<file path="src/rtl/display_pkg.sv">
// display_pkg -- shared constants and types for the 160x120 display path.
//   SCREEN_W/SCREEN_H : raster size.
//   *_COLOUR          : fill colours used by the draw engine.
//   S_*               : draw engine state encoding.
//   cmd_e             : command type latched with every accepted request.
//   draw_req_t        : latched geometry, colour and command.
package display_pkg;

  localparam int SCREEN_W = 160;
  localparam int SCREEN_H = 120;

  localparam logic [2:0] START_COLOUR    = 3'b010;
  localparam logic [2:0] GAMEOVER_COLOUR = 3'b100;
  localparam logic [2:0] BORDER_COLOUR   = 3'b111;
  localparam logic [2:0] BG_COLOUR       = 3'b000;

  localparam logic [1:0] S_IDLE = 2'd0;
  localparam logic [1:0] S_SCAN = 2'd1;
  localparam logic [1:0] S_DONE = 2'd2;
  localparam logic [1:0] S_HOLD = 2'd3;

  typedef enum logic [1:0] {
    CMD_DRAW  = 2'd0,
    CMD_ERASE = 2'd1,
    CMD_START = 2'd2,
    CMD_END   = 2'd3
  } cmd_e;

  // h is 7 bits wide so a full-screen fill (h=120) fits alongside block_h.
  typedef struct packed {
    cmd_e       cmd;
    logic [7:0] ox;
    logic [6:0] oy;
    logic [7:0] w;
    logic [6:0] h;
    logic [2:0] colour;
  } draw_req_t;

  // Level of the request input that started command c.
  function automatic logic cmd_level(input cmd_e c, input logic draw, input logic erase,
                                     input logic draw_start, input logic draw_end);
    case (c)
      CMD_DRAW:  return draw;
      CMD_ERASE: return erase;
      CMD_START: return draw_start;
      default:   return draw_end;
    endcase
  endfunction

  function automatic logic is_screen(input cmd_e c);
    return (c == CMD_START) || (c == CMD_END);
  endfunction

endpackage

</file>
<file path="src/rtl/xy_scan_counter.sv">
// xy_scan_counter -- row-major raster walker over a w x h window.
//   clk, resetn       : clock, async active-low reset.
//   load              : restart at (origin_x, origin_y).
//   step              : advance one pixel (x first, then y).
//   origin_x/y, w, h  : window; w,h must be non-zero while stepping.
//   x [8:0], y [7:0]  : current pixel, wide enough that origin+size never wraps.
//   last              : current pixel is the bottom-right one of the window.
module xy_scan_counter (
  input  logic       clk,
  input  logic       resetn,
  input  logic       load,
  input  logic       step,
  input  logic [7:0] origin_x,
  input  logic [6:0] origin_y,
  input  logic [7:0] w,
  input  logic [6:0] h,
  output logic [8:0] x,
  output logic [7:0] y,
  output logic       last
);

  logic [8:0] end_x;
  logic [7:0] end_y;

  assign end_x = {1'b0, origin_x} + {1'b0, w} - 9'd1;
  assign end_y = {1'b0, origin_y} + {1'b0, h} - 8'd1;
  assign last  = (x == end_x) && (y == end_y);

  always_ff @(posedge clk or negedge resetn) begin
    if (!resetn) begin
      x <= '0;
      y <= '0;
    end else if (load) begin
      x <= {1'b0, origin_x};
      y <= {1'b0, origin_y};
    end else if (step) begin
      if (x == end_x) begin
        x <= {1'b0, origin_x};
        y <= y + 8'd1;
      end else begin
        x <= x + 9'd1;
      end
    end
  end

endmodule

</file>
<file path="src/rtl/block_draw_engine.sv">
// block_draw_engine -- paints a block, erases it, or fills the whole screen,
// one pixel per clock into a 160x120 framebuffer write port.
//   clk, resetn                      : clock, async active-low reset.
//   draw/erase/draw_start/draw_end   : level requests, priority
//                                      draw_start > draw_end > erase > draw.
//   block_x/y/w/h, block_colour      : block geometry and colour (latched on accept).
//   vga_x, vga_y, vga_colour, plot   : registered pixel write port.
//   done_draw, done_erase            : one-cycle completion pulses.
//   done_screen                      : high from completion until the request drops.
// Build option: define BLOCK_BORDER_EN to give drawn blocks a BORDER_COLOUR rim.
module block_draw_engine
  import display_pkg::*;
(
  input  logic       clk,
  input  logic       resetn,
  input  logic       draw,
  input  logic       erase,
  input  logic       draw_start,
  input  logic       draw_end,
  input  logic [7:0] block_x,
  input  logic [6:0] block_y,
  input  logic [7:0] block_w,
  input  logic [3:0] block_h,
  input  logic [2:0] block_colour,
  output logic [7:0] vga_x,
  output logic [6:0] vga_y,
  output logic [2:0] vga_colour,
  output logic [0:0] plot,
  output logic       done_draw,
  output logic       done_erase,
  output logic       done_screen
);

  draw_req_t  acc, req_q, cur;
  logic [1:0] state, nxt;
  cmd_e       nxt_cmd;
  logic       req_any, acc_zero, load, active, onscreen;
  logic [2:1] fin_pipe;   // last pixel -> output stage -> drained
  logic [8:0] cx;
  logic [7:0] cy;
  logic       clast;
  logic [2:0] pix_colour;

  // Request arbitration and the command image latched on acceptance.
  always_comb begin
    acc.cmd    = CMD_DRAW;
    acc.ox     = block_x;
    acc.oy     = block_y;
    acc.w      = block_w;
    acc.h      = {3'b000, block_h};
    acc.colour = block_colour;
    if (draw_start || draw_end) begin
      acc.cmd    = draw_start ? CMD_START : CMD_END;
      acc.ox     = '0;
      acc.oy     = '0;
      acc.w      = 8'(SCREEN_W);
      acc.h      = 7'(SCREEN_H);
      acc.colour = draw_start ? START_COLOUR : GAMEOVER_COLOUR;
    end else if (erase) begin
      acc.cmd    = CMD_ERASE;
      acc.colour = BG_COLOUR;
    end
  end

  assign req_any  = draw | erase | draw_start | draw_end;
  assign acc_zero = (acc.w == '0) || (acc.h == '0);
  assign load     = (state == S_IDLE) && req_any && !acc_zero;
  // The counter loads from the live arbitration result, then runs on the latched copy.
  assign cur      = (state == S_IDLE) ? acc : req_q;

  xy_scan_counter u_scan (
    .clk      (clk),
    .resetn   (resetn),
    .load     (load),
    .step     (active),
    .origin_x (cur.ox),
    .origin_y (cur.oy),
    .w        (cur.w),
    .h        (cur.h),
    .x        (cx),
    .y        (cy),
    .last     (clast)
  );

  assign onscreen = (cx < 9'(SCREEN_W)) && (cy < 8'(SCREEN_H));

`ifdef BLOCK_BORDER_EN
  logic [8:0] end_x;
  logic [7:0] end_y;
  assign end_x = {1'b0, req_q.ox} + {1'b0, req_q.w} - 9'd1;
  assign end_y = {1'b0, req_q.oy} + {1'b0, req_q.h} - 8'd1;

  always_comb begin
    pix_colour = req_q.colour;
    if (req_q.cmd == CMD_DRAW &&
        (cx == {1'b0, req_q.ox} || cx == end_x || cy == {1'b0, req_q.oy} || cy == end_y))
      pix_colour = BORDER_COLOUR;
  end
`else
  assign pix_colour = req_q.colour;
`endif

  always_comb begin
    nxt     = state;
    nxt_cmd = req_q.cmd;
    case (state)
      S_IDLE: if (req_any) begin
        nxt     = acc_zero ? S_DONE : S_SCAN;
        nxt_cmd = acc.cmd;
      end
      // Wait for the final pixel to leave the output register plus one idle
      // cycle, so done trails acceptance by w*h+2 cycles.
      S_SCAN: if (fin_pipe[2]) nxt = S_DONE;
      S_DONE: nxt = S_HOLD;
      S_HOLD: if (!cmd_level(req_q.cmd, draw, erase, draw_start, draw_end)) nxt = S_IDLE;
      default: nxt = S_IDLE;
    endcase
  end

  always_ff @(posedge clk or negedge resetn) begin
    if (!resetn) begin
      state       <= S_IDLE;
      req_q       <= '0;
      active      <= 1'b0;
      fin_pipe    <= '0;
      vga_x       <= '0;
      vga_y       <= '0;
      vga_colour  <= '0;
      plot        <= '0;
      done_draw   <= 1'b0;
      done_erase  <= 1'b0;
      done_screen <= 1'b0;
    end else begin
      state <= nxt;
      if (state == S_IDLE && req_any) req_q <= acc;
      if (load)                 active <= 1'b1;
      else if (active && clast) active <= 1'b0;
      fin_pipe <= {fin_pipe[1], active & clast};
      plot     <= active & onscreen;
      if (active) begin
        vga_x      <= cx[7:0];
        vga_y      <= cy[6:0];
        vga_colour <= pix_colour;
      end
      // Flags follow the next state so they line up with DONE/HOLD.
      done_draw   <= (nxt == S_DONE) && (nxt_cmd == CMD_DRAW);
      done_erase  <= (nxt == S_DONE) && (nxt_cmd == CMD_ERASE);
      done_screen <= (nxt == S_DONE || nxt == S_HOLD) && is_screen(nxt_cmd);
    end
  end

endmodule

</file>
<file path="config.mk">
export PLATFORM = sky130hd
export DESIGN_NAME = block_draw_engine
export DESIGN_NICKNAME = d
export VERILOG_FILES = /design/src/rtl/display_pkg.sv /design/src/rtl/xy_scan_counter.sv /design/src/rtl/block_draw_engine.sv
export SDC_FILE = /design/constraint.sdc
export NUM_CORES = 1
export LEC_CHECK = 0
export CAP_MARGIN = 20
export CORE_ASPECT_RATIO = 1.75
export CORE_MARGIN = 2
export CORE_UTILIZATION = 30
export CTS_BUF_LIST = sky130_fd_sc_hd__clkbuf_8 sky130_fd_sc_hd__clkbuf_16
export DETAILED_ROUTE_END_ITERATION = 10
export GPL_ROUTABILITY_DRIVEN = 0
export HOLD_SLACK_MARGIN = 0.1
export PLACE_DENSITY = 0.55
export SETUP_SLACK_MARGIN = 0.02
export SLEW_MARGIN = 5
export SYNTH_ARGS = -nofsm -noshare
export SYNTH_HDL_FRONTEND = slang
export SYNTH_SLANG_ARGS = --single-unit
</file>
<file path="constraint.sdc">
create_clock -name clk -period 8.43 [get_ports clk]
set_clock_uncertainty 0.15 [all_clocks]
set_input_delay 0.843 -clock clk [delete_from_list [all_inputs] [get_ports clk]]
set_output_delay 0.843 -clock clk [all_outputs]
set_load 0.05 [all_outputs]
</file>
Yosys cells after proc, flatten, opt, wreduce, memory -nomap -nowiden. Index checks and enable logic that the tools add are counted.

Input port bits: 36. Register bits: 79. Output and inout port bits: 22.

Bitwise operators: 5. Muxes and demuxes: 25. Reduce and logical (&&, ||, !) cells: 22. Magnitude comparators: 2. Eq/ne operators: 12. Add/subtract/negate cells: 6.

Operator list (count): 33-bit two-way mux (1); 30-bit two-way mux (1); 9-bit two-way mux (3); 8-bit two-way mux (3); 2-bit equality test (second input constant) (7); 2-bit two-way mux (7); 8-bit by 8-bit adder with 9-bit output (1); 9-bit by 1-bit adder with 9-bit output (second input constant) (1); 9-bit equality test (1); 9-bit by 8-bit < comparator with 1-bit output (second input constant) (1); 3-bit two-way mux (3); 9-bit by 1-bit subtractor with 9-bit output (second input constant) (1); 7-bit by 7-bit adder with 8-bit output (1); 8-bit by 1-bit adder with 8-bit output (second input constant) (1); 8-bit equality test (1); 1-bit logical AND (8); 8-bit logical NOT (1); 8-bit by 7-bit < comparator with 1-bit output (second input constant) (1); 2-bit case mux with 4 select lines (1); 8-bit by 1-bit subtractor with 8-bit output (second input constant) (1); 7-bit logical NOT (1); 2-bit by 1-bit equality test with 1-bit output (second input constant) (3); 2-bit logical NOT (3); 2-bit nonzero test (3); 7 further kinds (17).

Logic depth before layout (Yosys ltp).
Word-level depth: 10. Mapped depth: 17.

Modules after synthesis. A second synthesis with hierarchy kept.

Cell total of the unflattened synthesis: 563. Area, all modules: 4948.5 sq um.

By module, submodules not included: block_draw_engine (instances 1, area each 2772.7 sq um, cells an instance 284); xy_scan_counter (instances 1, area each 2175.8 sq um, cells an instance 279).

Worst setup path after synthesis. OpenSTA, ideal clock, no wires.

Path kind: input to register. Start: input port draw_start. End: register u_scan.y[5]. Data arrival time: 4458 ps. Required time: 8138 ps. Library setup time: 142 ps. Stages: 17. Slack: 3680 ps. Path through: nor2_1 clkbuf_1 clkbuf_1 nand2_1 nor2_1 a21oi_1 ha_1 inv_1 ha_1 fa_1 a211oi_2 o21bai_1 a211oi_1 o21ai_1 or2_4 o311ai_0 o211ai_1.

Cells in the longest elaborated chain, start to end: 8. Elaborated cells between the ends (all ways): 18. Those cells by class: 2 x add/sub; 1 x eq/ne; 3 x mux; 2 x bitwise; 10 x reduce/logical.

RTL lines: start, declared (line block_draw_engine.sv:18) `input logic draw_start,`; 1-bit logical OR (line block_draw_engine.sv:52) `if (draw_start || draw_end) begin`; 30-bit two-way mux (line block_draw_engine.sv:52); 33-bit two-way mux, or another cell as far along (line block_draw_engine.sv:69) `assign cur = (state == S_IDLE) ? acc : req_q;`; 8-bit by 8-bit adder with 9-bit output or 1-bit logical OR (tied branches) (line xy_scan_counter.sv:25, block_draw_engine.sv:66); 9-bit by 1-bit subtractor with 9-bit output or 1-bit logical NOT (tied branches) (line xy_scan_counter.sv:25, block_draw_engine.sv:67); 9-bit equality test or 1-bit logical AND (tied branches) (line xy_scan_counter.sv:37, block_draw_engine.sv:67); 2-bit nonzero test (no source line); 2-bit AND reduction (no source line); end signal, assigned (line xy_scan_counter.sv:35) `y <= {1'b0, origin_y};`; end signal, assigned (line xy_scan_counter.sv:39) `y <= y + 8'd1;`; end, declared (line xy_scan_counter.sv:18) `output logic [7:0] y,`.

Parallel ways exist; a longest one is shown, timed or not. A chain may end at the register's enable or synchronous reset.

Final worst setup path.
Start: input port draw_start. End: register u_scan.x[6].

Cells in the longest elaborated chain, start to end: 9. Elaborated cells between the ends (all ways): 18. Those cells by class: 2 x add/sub; 1 x eq/ne; 5 x mux; 2 x bitwise; 8 x reduce/logical.

RTL lines: 1-bit logical OR (line block_draw_engine.sv:52); 30-bit two-way mux (line block_draw_engine.sv:52); 33-bit two-way mux (line block_draw_engine.sv:69); 8-bit by 8-bit adder with 9-bit output (line xy_scan_counter.sv:25) `assign end_x = {1'b0, origin_x} + {1'b0, w} - 9'd1;`; 9-bit by 1-bit subtractor with 9-bit output (line xy_scan_counter.sv:25); 9-bit equality test (line xy_scan_counter.sv:37) `if (x == end_x) begin`; 9-bit two-way mux (line xy_scan_counter.sv:37); 9-bit two-way mux (line xy_scan_counter.sv:36) `end else if (step) begin`; 9-bit two-way mux (line xy_scan_counter.sv:33) `end else if (load) begin`; end signal, assigned (line xy_scan_counter.sv:34) `x <= {1'b0, origin_x};`; end signal, assigned (line xy_scan_counter.sv:38) `x <= {1'b0, origin_x};`; end signal, assigned (line xy_scan_counter.sv:41) `x <= x + 9'd1;`; end, declared (line xy_scan_counter.sv:17) `output logic [8:0] x,`.

Parallel ways exist; a longest one is shown, timed or not. The select of a mux whose other input is x is not followed.

==> flow_summary.toml <==
[sta]
relSlewSlack_pct = 32.6
period_share_pct = 58.0
tightestPinTransition_ns = 1.01
maxSlewViolCount = 0
setup-violations-final = 0
period_needed_ns = 4.89
rsz0062_at_grt = "no"
tns_ns = 0
hold_viol = 0
fmax_mhz = 205

[worst_setup_path]
crit_chain = "clkdlybuf4s50_1, nor2_2, buf_4, nand2_1, nor2_1, a21oi_1, ha_1, inv_1, ha_1, fa_1, a211oi_2, o21bai_1, a211oi_1, o21ai_1, nor3_2, nor2_1, mux2i_1"
cp-end-kind = "flip-flop"
startpoint = "draw_start"
crit_slowest_cell = "nor3_2"
r2r-end = "u_scan.x[6]$_DFFE_PN0P_"
crit_type = "in2reg"
rrSetupSlack_ns = 3.79
setup.worst_path.start_class = "input port"
r2r-start = "state[1]$_DFF_PN0_"
critPathMaxFanout = 27
reg2regPathDepth = 14
cp.arrival_ns = 4.94
cp_slowest_stage_delay_ns = 0.53
worst_ep_required_time_ns = 8.48

[hold_path]
min_from = "fin_pipe[1]$_DFF_PN0_"
hold_class = "reg2reg"
hold_depth = 0
min_to = "fin_pipe[2]$_DFF_PN0_"

[logic_synthesis]
yosys_register_bits = 76
synth_edf_count = 0
synth-warning-count = 0
syn_nets = 594
ys_seq_area_share_pct = 40.8
synth_area_sq_mm = 0.00467
yosysUniqueCellTypes = 52
async_reset_ff_share_pct = 100
synth_cells = 526
synth_flop_cell = "dfrtp_1"
syn_area_per_cell_sq_um = 8.87

[job]
cap_violations = 0

[clock_tree]
cts_hold_buf = 0
cts_tree = "yes"
root_buffer = "clkbuf_16"
cts_resized = 0
numCtsBuffers = 9
cts_buffer_depth = 2
clk_latency_ns = 0.34
h-tree-depth = 3
cts.sinks = 76
path_clk_slew_ns = 0.06
post_cts_buffers = 0

[global_route]
antenna_found_initial = 0
overflow = 0
grt_usage_pct = 14.9
grt_start_max_net_pins = 77
grt_pass1_vias = 3943
grt_pass1_wl_microns = 19800

[routing]
firstDrtPassIters = 4
wirelength_microns = 11800
num_vias = 3804
wire_per_inst_microns = 15.5
final_antenna_net_count = 0
route.detailed.drc = 0
drt-initial-drc-count = 144
viasPerCell = 4.97

[final_layout]
final_util_pct = 37.5
syn_to_final_growth_pct = 23.0
finalInstanceArea_sq_mm = 0.00574
drive_above_1_share_pct = 9.15
diodes = 0
layout.nets = 642

[placement]
dpl_cell_area_sq_mm = 0.00540
dpl.hpwl_microns = 8970
port_buffers = 57

[floorplanning]
core_region_area_sq_mm = 0.0153
die_h_microns = 169
io_pins = 58
initial_utilization_pct = 30.5
die_area_sq_mm = 0.0166
die_w_microns = 98.3
core.rowCount = 60

[pwr]
powerDensity_mw_per_mm2 = 491
total_power_mw = 2.82
ir_worst_vdd_uv = 194
p_leak_nw = 2.54

[run_status]
status = "complete, no violations"
==> flip-flops by register name (all words and copies together), names as in the netlist <==
name         cells
done_erase       1
u_scan.y         8
u_scan.x         9
pix_colour       3
done_draw        1
req_q           29
vga_y            7
state            2
plot             1
done_screen      1
active           1
fin_pipe         2
vga_x            8
vga_colour       3
==> cell type report <==
cell class                 instances  area, sq um
clock buffer                      11          253
clock inverter                     5         58.8
fill                            1581         9570
inverter                          36          135
multi-input combinational        389         2530
sequential                        76         1900
tap                              186          233
timing repair buffer              62          626
==> critical path, delay by kind of cell <==
| kind | cells | cell delay (ns) |
|---|---|---|
| AO/OA/AOI/OAI | 5 | 1.07 |
| adder cells (fa/ha/maj) | 3 | 0.98 |
| buffers and inverters | 3 | 0.82 |
| multiplexers | 1 | 0.17 |
| AND/OR/NAND/NOR | 5 | 1.05 |
==> cell usage in the layout (no fill, tap or decap), types with 2 or more instances in the layout <==
cell type         n
o211ai_1          4
fa_1              2
clkbuf_16         9
and3_1            3
mux2_2           17
a31oi_1           2
o21bai_1          4
o31ai_1           3
xor2_1           11
o311ai_0          2
nor3_1            8
inv_1            36
ha_1             30
clkbuf_8          2
nor4b_1           2
clkinvlp_4        2
o21ai_1           2
nor2b_1           2
clkdlybuf4s50_1  56
or2_2             2
and2_1            4
dfrtp_1          76
nand2_1          78
a21o_1            4
mux2i_1           8
nand3_1           7
nor2_1           54
a211oi_1          4
o21ai_0          42
a21oi_1          40
nand4_1           5
nor4_1            7
buf_4             5
a211oi_2          2
xnor2_1          20
==> cells by family (layout without fill, tap and decap cells) <==
family / count (synthesis) / after routing / share of synthesized area [%]
multiplexers: 26 / 26 / 6.30
buffers and inverters: 61 / 114 / 4.99
XOR/XNOR: 32 / 32 / 6.30
AND/OR/NAND/NOR: 180 / 180 / 17.3
AO/OA/AOI/OAI: 119 / 119 / 15.4
adder cells (fa/ha/maj): 32 / 32 / 8.90
flip-flops: 76 / 76 / 40.8
==> worst max path at each step <==
| stage | endpoint | cells after the start |
|---|---|---|
| after global routing | u_scan.x[1]$_DFFE_PN0P_ | 17 |
| after global placement | u_scan.x[6]$_DFFE_PN0P_ | 17 |
| after CTS | u_scan.x[6]$_DFFE_PN0P_ | 17 |
| after detailed placement | u_scan.x[6]$_DFFE_PN0P_ | 17 |
| after floorplan | u_scan.y[5]$_DFFE_PN0P_ | 17 |
| final | u_scan.x[6]$_DFFE_PN0P_ | 17 |
==> cell usage after synthesis, types with 2 or more instances <==
| master | number | area, sq um |
|---|---|---|
| nand2_1 | 78 | 293 |
| dfrtp_1 | 76 | 1900 |
| nor2_1 | 55 | 206 |
| o21ai_0 | 42 | 210 |
| a21oi_1 | 40 | 200 |
| inv_1 | 36 | 135 |
| ha_1 | 30 | 375 |
| xnor2_1 | 20 | 175 |
| clkbuf_1 | 19 | 71.3 |
| mux2_2 | 17 | 191 |
| xor2_1 | 11 | 96.3 |
| mux2i_1 | 8 | 80.1 |
| nor3_1 | 8 | 40.0 |
| nand3_1 | 7 | 35.0 |
| nor4_1 | 7 | 43.8 |
| nand4_1 | 5 | 31.3 |
| a211oi_1 | 4 | 30.0 |
| a21o_1 | 4 | 30.0 |
| and2_1 | 4 | 25.0 |
| o211ai_1 | 4 | 30.0 |
| o21bai_1 | 4 | 30.0 |
| and3_1 | 3 | 18.8 |
| buf_1 | 3 | 11.3 |
| buf_2 | 3 | 15.0 |
| o31ai_1 | 3 | 22.5 |
| a211oi_2 | 2 | 25.0 |
| a31oi_1 | 2 | 12.5 |
| fa_1 | 2 | 40.0 |
| nor2b_1 | 2 | 12.5 |
| nor4b_1 | 2 | 17.5 |
| o21ai_1 | 2 | 10.0 |
| o311ai_0 | 2 | 17.5 |
| or2_2 | 2 | 12.5 |
==> report_power, final <==
part,leakage (nW),internal [mW],switching (mW),total (mW)
logic,1.41,0.741,1.04,1.78
clock network,0.148,0.246,0.155,0.401
registers,0.980,0.515,0.123,0.638
==> metal layers <==
layer	track usage (%)	up-vias	share of wire [%]
li1	-	1910	-
met1	16.9	1782	40
met2	26.7	90	53
met3	2.15	22	3.5
met4	8.04	0	3.4
met5	0	-	0
==> per-stage QoR <==
step / setup WS [ns] / hold WS, ns / instances
after floorplan: 3.68 / 0.181 / 526
after global placement: 3.34 / 0.193 / 748
after global routing: 3.19 / 0.226 / 765
final: 3.54 / 0.213 / 765
after CTS: 3.51 / 0.214 / 764
after detailed placement: 3.18 / 0.199 / 748
Power figures use the tool's default switching activity.
